### src/rtl/serial_addsub_pkg.sv
// Shared types and constant helpers for the digit-serial adder/subtractor.
// Saturation constants are used only when SERIAL_ADDSUB_SAT_EN is defined.
package serial_addsub_pkg;

  typedef enum logic [1:0] {
    StIdle = 2'd0,
    StAdd  = 2'd1,
    StDone = 2'd2
  } state_e;

  function automatic int unsigned ndig(input int unsigned width, input int unsigned digit);
    return width / digit;
  endfunction

  // Results are 64 bits wide; callers keep the low WIDTH bits.
  function automatic logic [63:0] sat_max(input int unsigned width);
    return (64'd1 << (width - 1)) - 64'd1;
  endfunction

  function automatic logic [63:0] sat_min(input int unsigned width);
    return 64'd1 << (width - 1);
  endfunction

endpackage

### src/rtl/serial_digit_adder.sv
// Combinational DIGIT-bit ripple adder; also exposes the carry into its top bit
// so the caller can derive signed overflow on the most significant digit.
module serial_digit_adder #(
  parameter int unsigned DIGIT = 1
) (
  input  logic [DIGIT-1:0] a,
  input  logic [DIGIT-1:0] b,
  input  logic             cin,
  output logic [DIGIT-1:0] s,
  output logic             cout,
  output logic             c_msb
);

  logic [DIGIT:0] c;

  assign c[0] = cin;

  for (genvar i = 0; i < DIGIT; i++) begin : g_bit
    assign s[i]   = a[i] ^ b[i] ^ c[i];
    assign c[i+1] = (a[i] & b[i]) | (a[i] & c[i]) | (b[i] & c[i]);
  end

  assign cout  = c[DIGIT];
  assign c_msb = c[DIGIT-1];

endmodule

### src/rtl/serial_addsub.sv
// Digit-serial adder/subtractor, LSB first, valid/ready on both sides.
// Define SERIAL_ADDSUB_SAT_EN to saturate the result on signed overflow.
module serial_addsub
  import serial_addsub_pkg::*;
#(
  parameter int unsigned WIDTH = 8,
  parameter int unsigned DIGIT = 1,
  parameter int unsigned CNT_W = ($clog2(WIDTH / DIGIT) > 0) ? $clog2(WIDTH / DIGIT) : 1
) (
  input  logic             clk,
  input  logic             rst_n,
  input  logic             in_valid,
  output logic             in_ready,
  input  logic [WIDTH-1:0] a,
  input  logic [WIDTH-1:0] b,
  input  logic             sub,
  output logic             out_valid,
  input  logic             out_ready,
  output logic [WIDTH-1:0] sum,
  output logic             carry_out,
  output logic             overflow,
  output logic             busy
);

  localparam int unsigned NDIG = ndig(WIDTH, DIGIT);

  if (WIDTH < 2 || DIGIT == 0 || (WIDTH % DIGIT) != 0) begin : g_bad_params
    $error("serial_addsub: WIDTH must be >= 2 and a multiple of DIGIT");
  end

  state_e           state_q, state_d;
  logic [WIDTH-1:0] a_q, a_d;
  logic [WIDTH-1:0] b_q, b_d;
  logic [WIDTH-1:0] sum_q, sum_d;
  logic [CNT_W-1:0] cnt_q, cnt_d;
  logic             carry_q, carry_d;
  logic             cout_q, cout_d;
  logic             ovf_q, ovf_d;

  logic [DIGIT-1:0] dig_s;
  logic             dig_cout;
  logic             dig_cmsb;
  logic             last_digit;
  logic [WIDTH-1:0] dig_ext;
  logic [WIDTH-1:0] sum_shift;

  serial_digit_adder #(
    .DIGIT(DIGIT)
  ) u_digit_adder (
    .a    (a_q[DIGIT-1:0]),
    .b    (b_q[DIGIT-1:0]),
    .cin  (carry_q),
    .s    (dig_s),
    .cout (dig_cout),
    .c_msb(dig_cmsb)
  );

  assign last_digit = (cnt_q == CNT_W'(NDIG - 1));
  assign dig_ext    = WIDTH'(dig_s);
  // New digit enters at the top; after NDIG steps the first digit sits at bit 0.
  assign sum_shift  = (sum_q >> DIGIT) | (dig_ext << (WIDTH - DIGIT));

`ifdef SERIAL_ADDSUB_SAT_EN
  localparam logic [63:0] SatMaxW = sat_max(WIDTH);
  localparam logic [63:0] SatMinW = sat_min(WIDTH);
  localparam logic [WIDTH-1:0] SatMax = SatMaxW[WIDTH-1:0];
  localparam logic [WIDTH-1:0] SatMin = SatMinW[WIDTH-1:0];
  logic a_sign;
  // On the last digit the original A sign bit is the top bit of the remaining digit.
  assign a_sign = a_q[DIGIT-1];
`endif

  always_comb begin
    state_d = state_q;
    a_d     = a_q;
    b_d     = b_q;
    sum_d   = sum_q;
    cnt_d   = cnt_q;
    carry_d = carry_q;
    cout_d  = cout_q;
    ovf_d   = ovf_q;
    unique case (state_q)
      StIdle: begin
        if (in_valid) begin
          a_d     = a;
          b_d     = sub ? ~b : b;
          carry_d = sub;
          cnt_d   = '0;
          sum_d   = '0;
          cout_d  = 1'b0;
          ovf_d   = 1'b0;
          state_d = StAdd;
        end
      end
      StAdd: begin
        sum_d   = sum_shift;
        a_d     = a_q >> DIGIT;
        b_d     = b_q >> DIGIT;
        carry_d = dig_cout;
        cnt_d   = cnt_q + CNT_W'(1);
        if (last_digit) begin
          cout_d  = dig_cout;
          ovf_d   = dig_cout ^ dig_cmsb;
`ifdef SERIAL_ADDSUB_SAT_EN
          if (dig_cout ^ dig_cmsb) begin
            sum_d = a_sign ? SatMin : SatMax;
          end
`endif
          state_d = StDone;
        end
      end
      StDone: begin
        if (out_ready) begin
          state_d = StIdle;
        end
      end
      default: state_d = StIdle;
    endcase
  end

  always_ff @(posedge clk or negedge rst_n) begin
    if (!rst_n) begin
      state_q <= StIdle;
      a_q     <= '0;
      b_q     <= '0;
      sum_q   <= '0;
      cnt_q   <= '0;
      carry_q <= 1'b0;
      cout_q  <= 1'b0;
      ovf_q   <= 1'b0;
    end else begin
      state_q <= state_d;
      a_q     <= a_d;
      b_q     <= b_d;
      sum_q   <= sum_d;
      cnt_q   <= cnt_d;
      carry_q <= carry_d;
      cout_q  <= cout_d;
      ovf_q   <= ovf_d;
    end
  end

  assign in_ready  = (state_q == StIdle);
  assign out_valid = (state_q == StDone);
  assign busy      = (state_q != StIdle);
  assign sum       = sum_q;
  assign carry_out = cout_q;
  assign overflow  = ovf_q;

endmodule

### config.mk
export PLATFORM = sky130hd
export DESIGN_NAME = serial_addsub
export DESIGN_NICKNAME = d
export VERILOG_FILES = /design/src/rtl/serial_addsub_pkg.sv /design/src/rtl/serial_digit_adder.sv /design/src/rtl/serial_addsub.sv
export SDC_FILE = /design/constraint.sdc
export NUM_CORES = 1
export LEC_CHECK = 0
export ABC_AREA = 0
export ABC_CLOCK_PERIOD_IN_PS = 2800
export CAP_MARGIN = 10
export CORE_UTILIZATION = 50
export CTS_CLUSTER_SIZE = 16
export DETAILED_ROUTE_END_ITERATION = 12
export PLACE_DENSITY = 0.78
export SLEW_MARGIN = 20
export SYNTH_ARGS = -nofsm -noshare
export SYNTH_HDL_FRONTEND = slang
export SYNTH_HIERARCHICAL = 1
export SYNTH_SLANG_ARGS = --single-unit
### constraint.sdc
create_clock -name clk -period 2.8 [get_ports clk]
set_input_delay 0.56 -clock clk [delete_from_list [all_inputs] [get_ports clk]]
set_output_delay 0.56 -clock clk [all_outputs]
set_load 0.05 [all_outputs]
==> impl_results.md, run 1 <==
- Clock period minus worst slack: 2.53 ns
- Yosys top cell by area: dfrtp_1
- Worst Hold Path Cells: 2
- Reg-to-reg slack, setup: 1.01 ns
- Crit-path max cell delay: 0.85 ns
- Synth cell types: 29
- Tcrit/Tclk final: 90.4%
- Syn_area_per_cell: 11.3 um^2
- Initial antenna violation count: 0
- Die Wd: 56.8 um
- DRC violations left: 4
- Sequential share of the synthesized area: 53.3%
- EDFF count, synth: 0
- Chip height: 56.8 um
- Power Density: 1110 mW/mm^2
- Worst Path Arrival: 1.97 ns
- WS Path Type: reg2out
- I/O pin cnt: 34
- Detailed Route Iter0 Violations: 39
- Outcome: complete, but fails checks
- Reg2Reg Launch Point: state_q[0]
- Max Slew Vio Count: 0
- Hold Buf Count CTS: 0
- Violated checks: DRC
- Clock Path Buffers: 2
- Stages on worst setup path: 2
- Post-synth design cell area: 0.00150 mm^2
- Min-delay src: a_q[3]
- Port Buffer Count: 33
- Post-Layout Cell Count: 198
- Crit path from: state_q[0]
- Fmax achieved: 395 MHz
- CP startpoint kind: flip-flop
- Critical-path top delay cell: clkdlybuf4s50_1
- Worst min path class: reg2reg
- Syn. warnings: 6
- Post-CTS sizing: 0
- # diodes: 0
- Drt pass-1 iters: 8
- Die ar.: 0.00323 mm^2
- Core box area: 0.00281 mm^2
- Endpoints failing hold: 0
- Drt wl/cell: 14.7 um
- Worst slew margin: 66.8%
- Fraction of registers with async set/reset: 100%
- Via count: 1146
- First-pass GRT wire length: 5200 um
- Reg2reg path depth: 4
- Area added between synthesis and finish: 27.1%
- Worst EP required: 2.24 ns
- Crit end category: output pin
- GP Congestion: 0.840
- H-Tree Depth: 2
- Global Route Usage Sum: 21.2%
- Pin count of the biggest net entering global routing: 34
- Final setup viols: 0
- Reg2Reg Capture Point: carry_q
- Slew @ Worst Pin: 0.497 ns
- Std-Cell Rows: 19
- Synth top cells by count: dfrtp_1, nand2_1, a22o_1, o21ai_0, mux2i_1
- Syn_nets: 157
- Area contributors post-synth: dfrtp_1, a22o_1, mux2i_1, xnor2_1, o21ai_0
- #FFs+latches synth: 32
- # fillers: 230
- Seq. cell area: 801 um^2
- Area fraction of the dominant cell type after synthesis: 53.3%
- Hold path endpoint: a_q[3]
- Inserted Clock Buffers: 5
- Layout cells sized above 1: 8.98%
- Worst Path Max Fanout: 14
- Nets: 190
- Multi-input logic area: 627 um^2
- Total length of routed wires: 2920 um
- Vias per cell: 5.79
- Worst-skew pair later-pin latency: 0.32 ns
- Root Buffer Master: clkbuf_4
- Post-Synthesis Cells: 133
- Worst IR Drop VDD: 704 uV
- Clock slew at reported path FFs: 0.10 ns
- Initial Util: 53.6%
- Dpl cells: 190
- Clock net sink count: 32
- Max-cap viol count: 0
- Setup Fix Bufs, Post-CTS: 0
- Family with the most delay on the worst path: buffers and inverters
- CTS tree: done
- Gr ovfl total: 0
- Critical Path, Cell by Cell: nor2_1 > clkdlybuf4s50_1
- Leak Pwr: 0.857 nW
- RSZ-0062 raised after global routing: false
- Clock Skews: 0.0110 ns
- Worst path bufs/invs: 1
- Hpwl dp: 2040 um
- Top-count cell post-synth: dfrtp_1
- Vias in the first global route: 1212
- Post-route ant nets: 0
- Ys flop type: dfrtp_1
- TNS Setup: 0 ns
[per-stage QoR]
step	power, mW	hold WS (ns)	area, um^2	setup WS [ns]	util (%)
after floorplan	1.56	0.264	1500	0.458	-
after global placement	1.82	0.462	1850	0.676	65.9
after detailed placement	1.86	0.475	1850	0.641	65.9
after CTS	2.14	0.498	1910	0.261	68.1
after global routing	2.27	0.525	1910	0.143	68.1
final	2.12	0.497	1910	0.268	68.1
[how the worst max path moves through the flow]
| stage | slack [ns] | to |
|---|---|---|
| floorplan | 0.46 | busy |
| global placement | 0.68 | in_ready |
| detailed placement | 0.64 | in_ready |
| CTS | 0.26 | in_ready |
| global route | 0.14 | in_ready |
| finish | 0.27 | in_ready |
[cell families (layout without fill, tap and decap cells)]
family | Yosys count | count (layout) | synth area share (%)
AOI/OAI and AO/OA | 39 | 39 | 19.4
xor gates and xnor gates | 9 | 9 | 5.25
adders and majority gates | 3 | 3 | 3.00
buffers and inverters | 17 | 51 | 5.41
DFF | 32 | 32 | 53.3
muxes | 9 | 9 | 6.08
and+or+nand+nor | 24 | 24 | 7.58
[power by group]
part           switching [mW]  leakage, nW  internal [mW]
clock network           0.152       0.0380          0.119
logic                   0.603        0.407          0.431
registers               0.154        0.412          0.657
[worst min-delay path, stage by stage, from the launching register on]
cell     delay, ns
dfrtp_1       0.35
nand2_1       0.05
o21ai_0       0.06
[area by class of cell]
cell class	instances	area share, %
inverter	6	1.18
multi-input combinational	84	32.8
timing repair buffer	37	18.9
clock buffer	6	2.69
clock inverter	2	0.524
tap	31	2.03
sequential	32	41.9
[layer usage]
layer / share of wire, % / global-route usage [%] / routed length, um / vias up
li1: - / - / - / 538
met3: 5.7 / 4.61 / 165 / 4
met1: 43 / 26.2 / 1250 / 566
met2: 50 / 35.2 / 1470 / 38
met4: 1.4 / 10.5 / 40 / 0
met5: 0 / 0 / 0 / -
[state kept, by name, summed over array words and instances, names as in the netlist]
name	flops
carry_q	1
overflow	1
sum	8
b_q	8
carry_out	1
a_q	8
cnt_q	3
state_q	2
[layout by cell type, fill, tap and decap left out, types with 3 or more instances in the layout]
cell type and n:
a22o_1 12, o21ai_0 12, nor2_1 3, a221o_1 3
inv_1 6, mux2i_1 8, dfrtp_1 32, clkbuf_4 5
clkdlybuf4s50_1 33, xnor2_1 7, nand2_1 14, buf_4 4
Note: power is estimated with default switching activity, not from simulation.
==> inputs of run 2 (changes only) <==
--- a/config.mk
+++ b/config.mk
@@ -12,6 +12,7 @@
 export CTS_CLUSTER_SIZE = 16
 export DETAILED_ROUTE_END_ITERATION = 12
 export PLACE_DENSITY = 0.78
+export SKIP_LAST_GASP = 1
 export SLEW_MARGIN = 20
 export SYNTH_ARGS = -nofsm -noshare
 export SYNTH_HDL_FRONTEND = slang
==> results of run 2 <==
No change in the layout: final DEF, timing and power equal those of run 1.
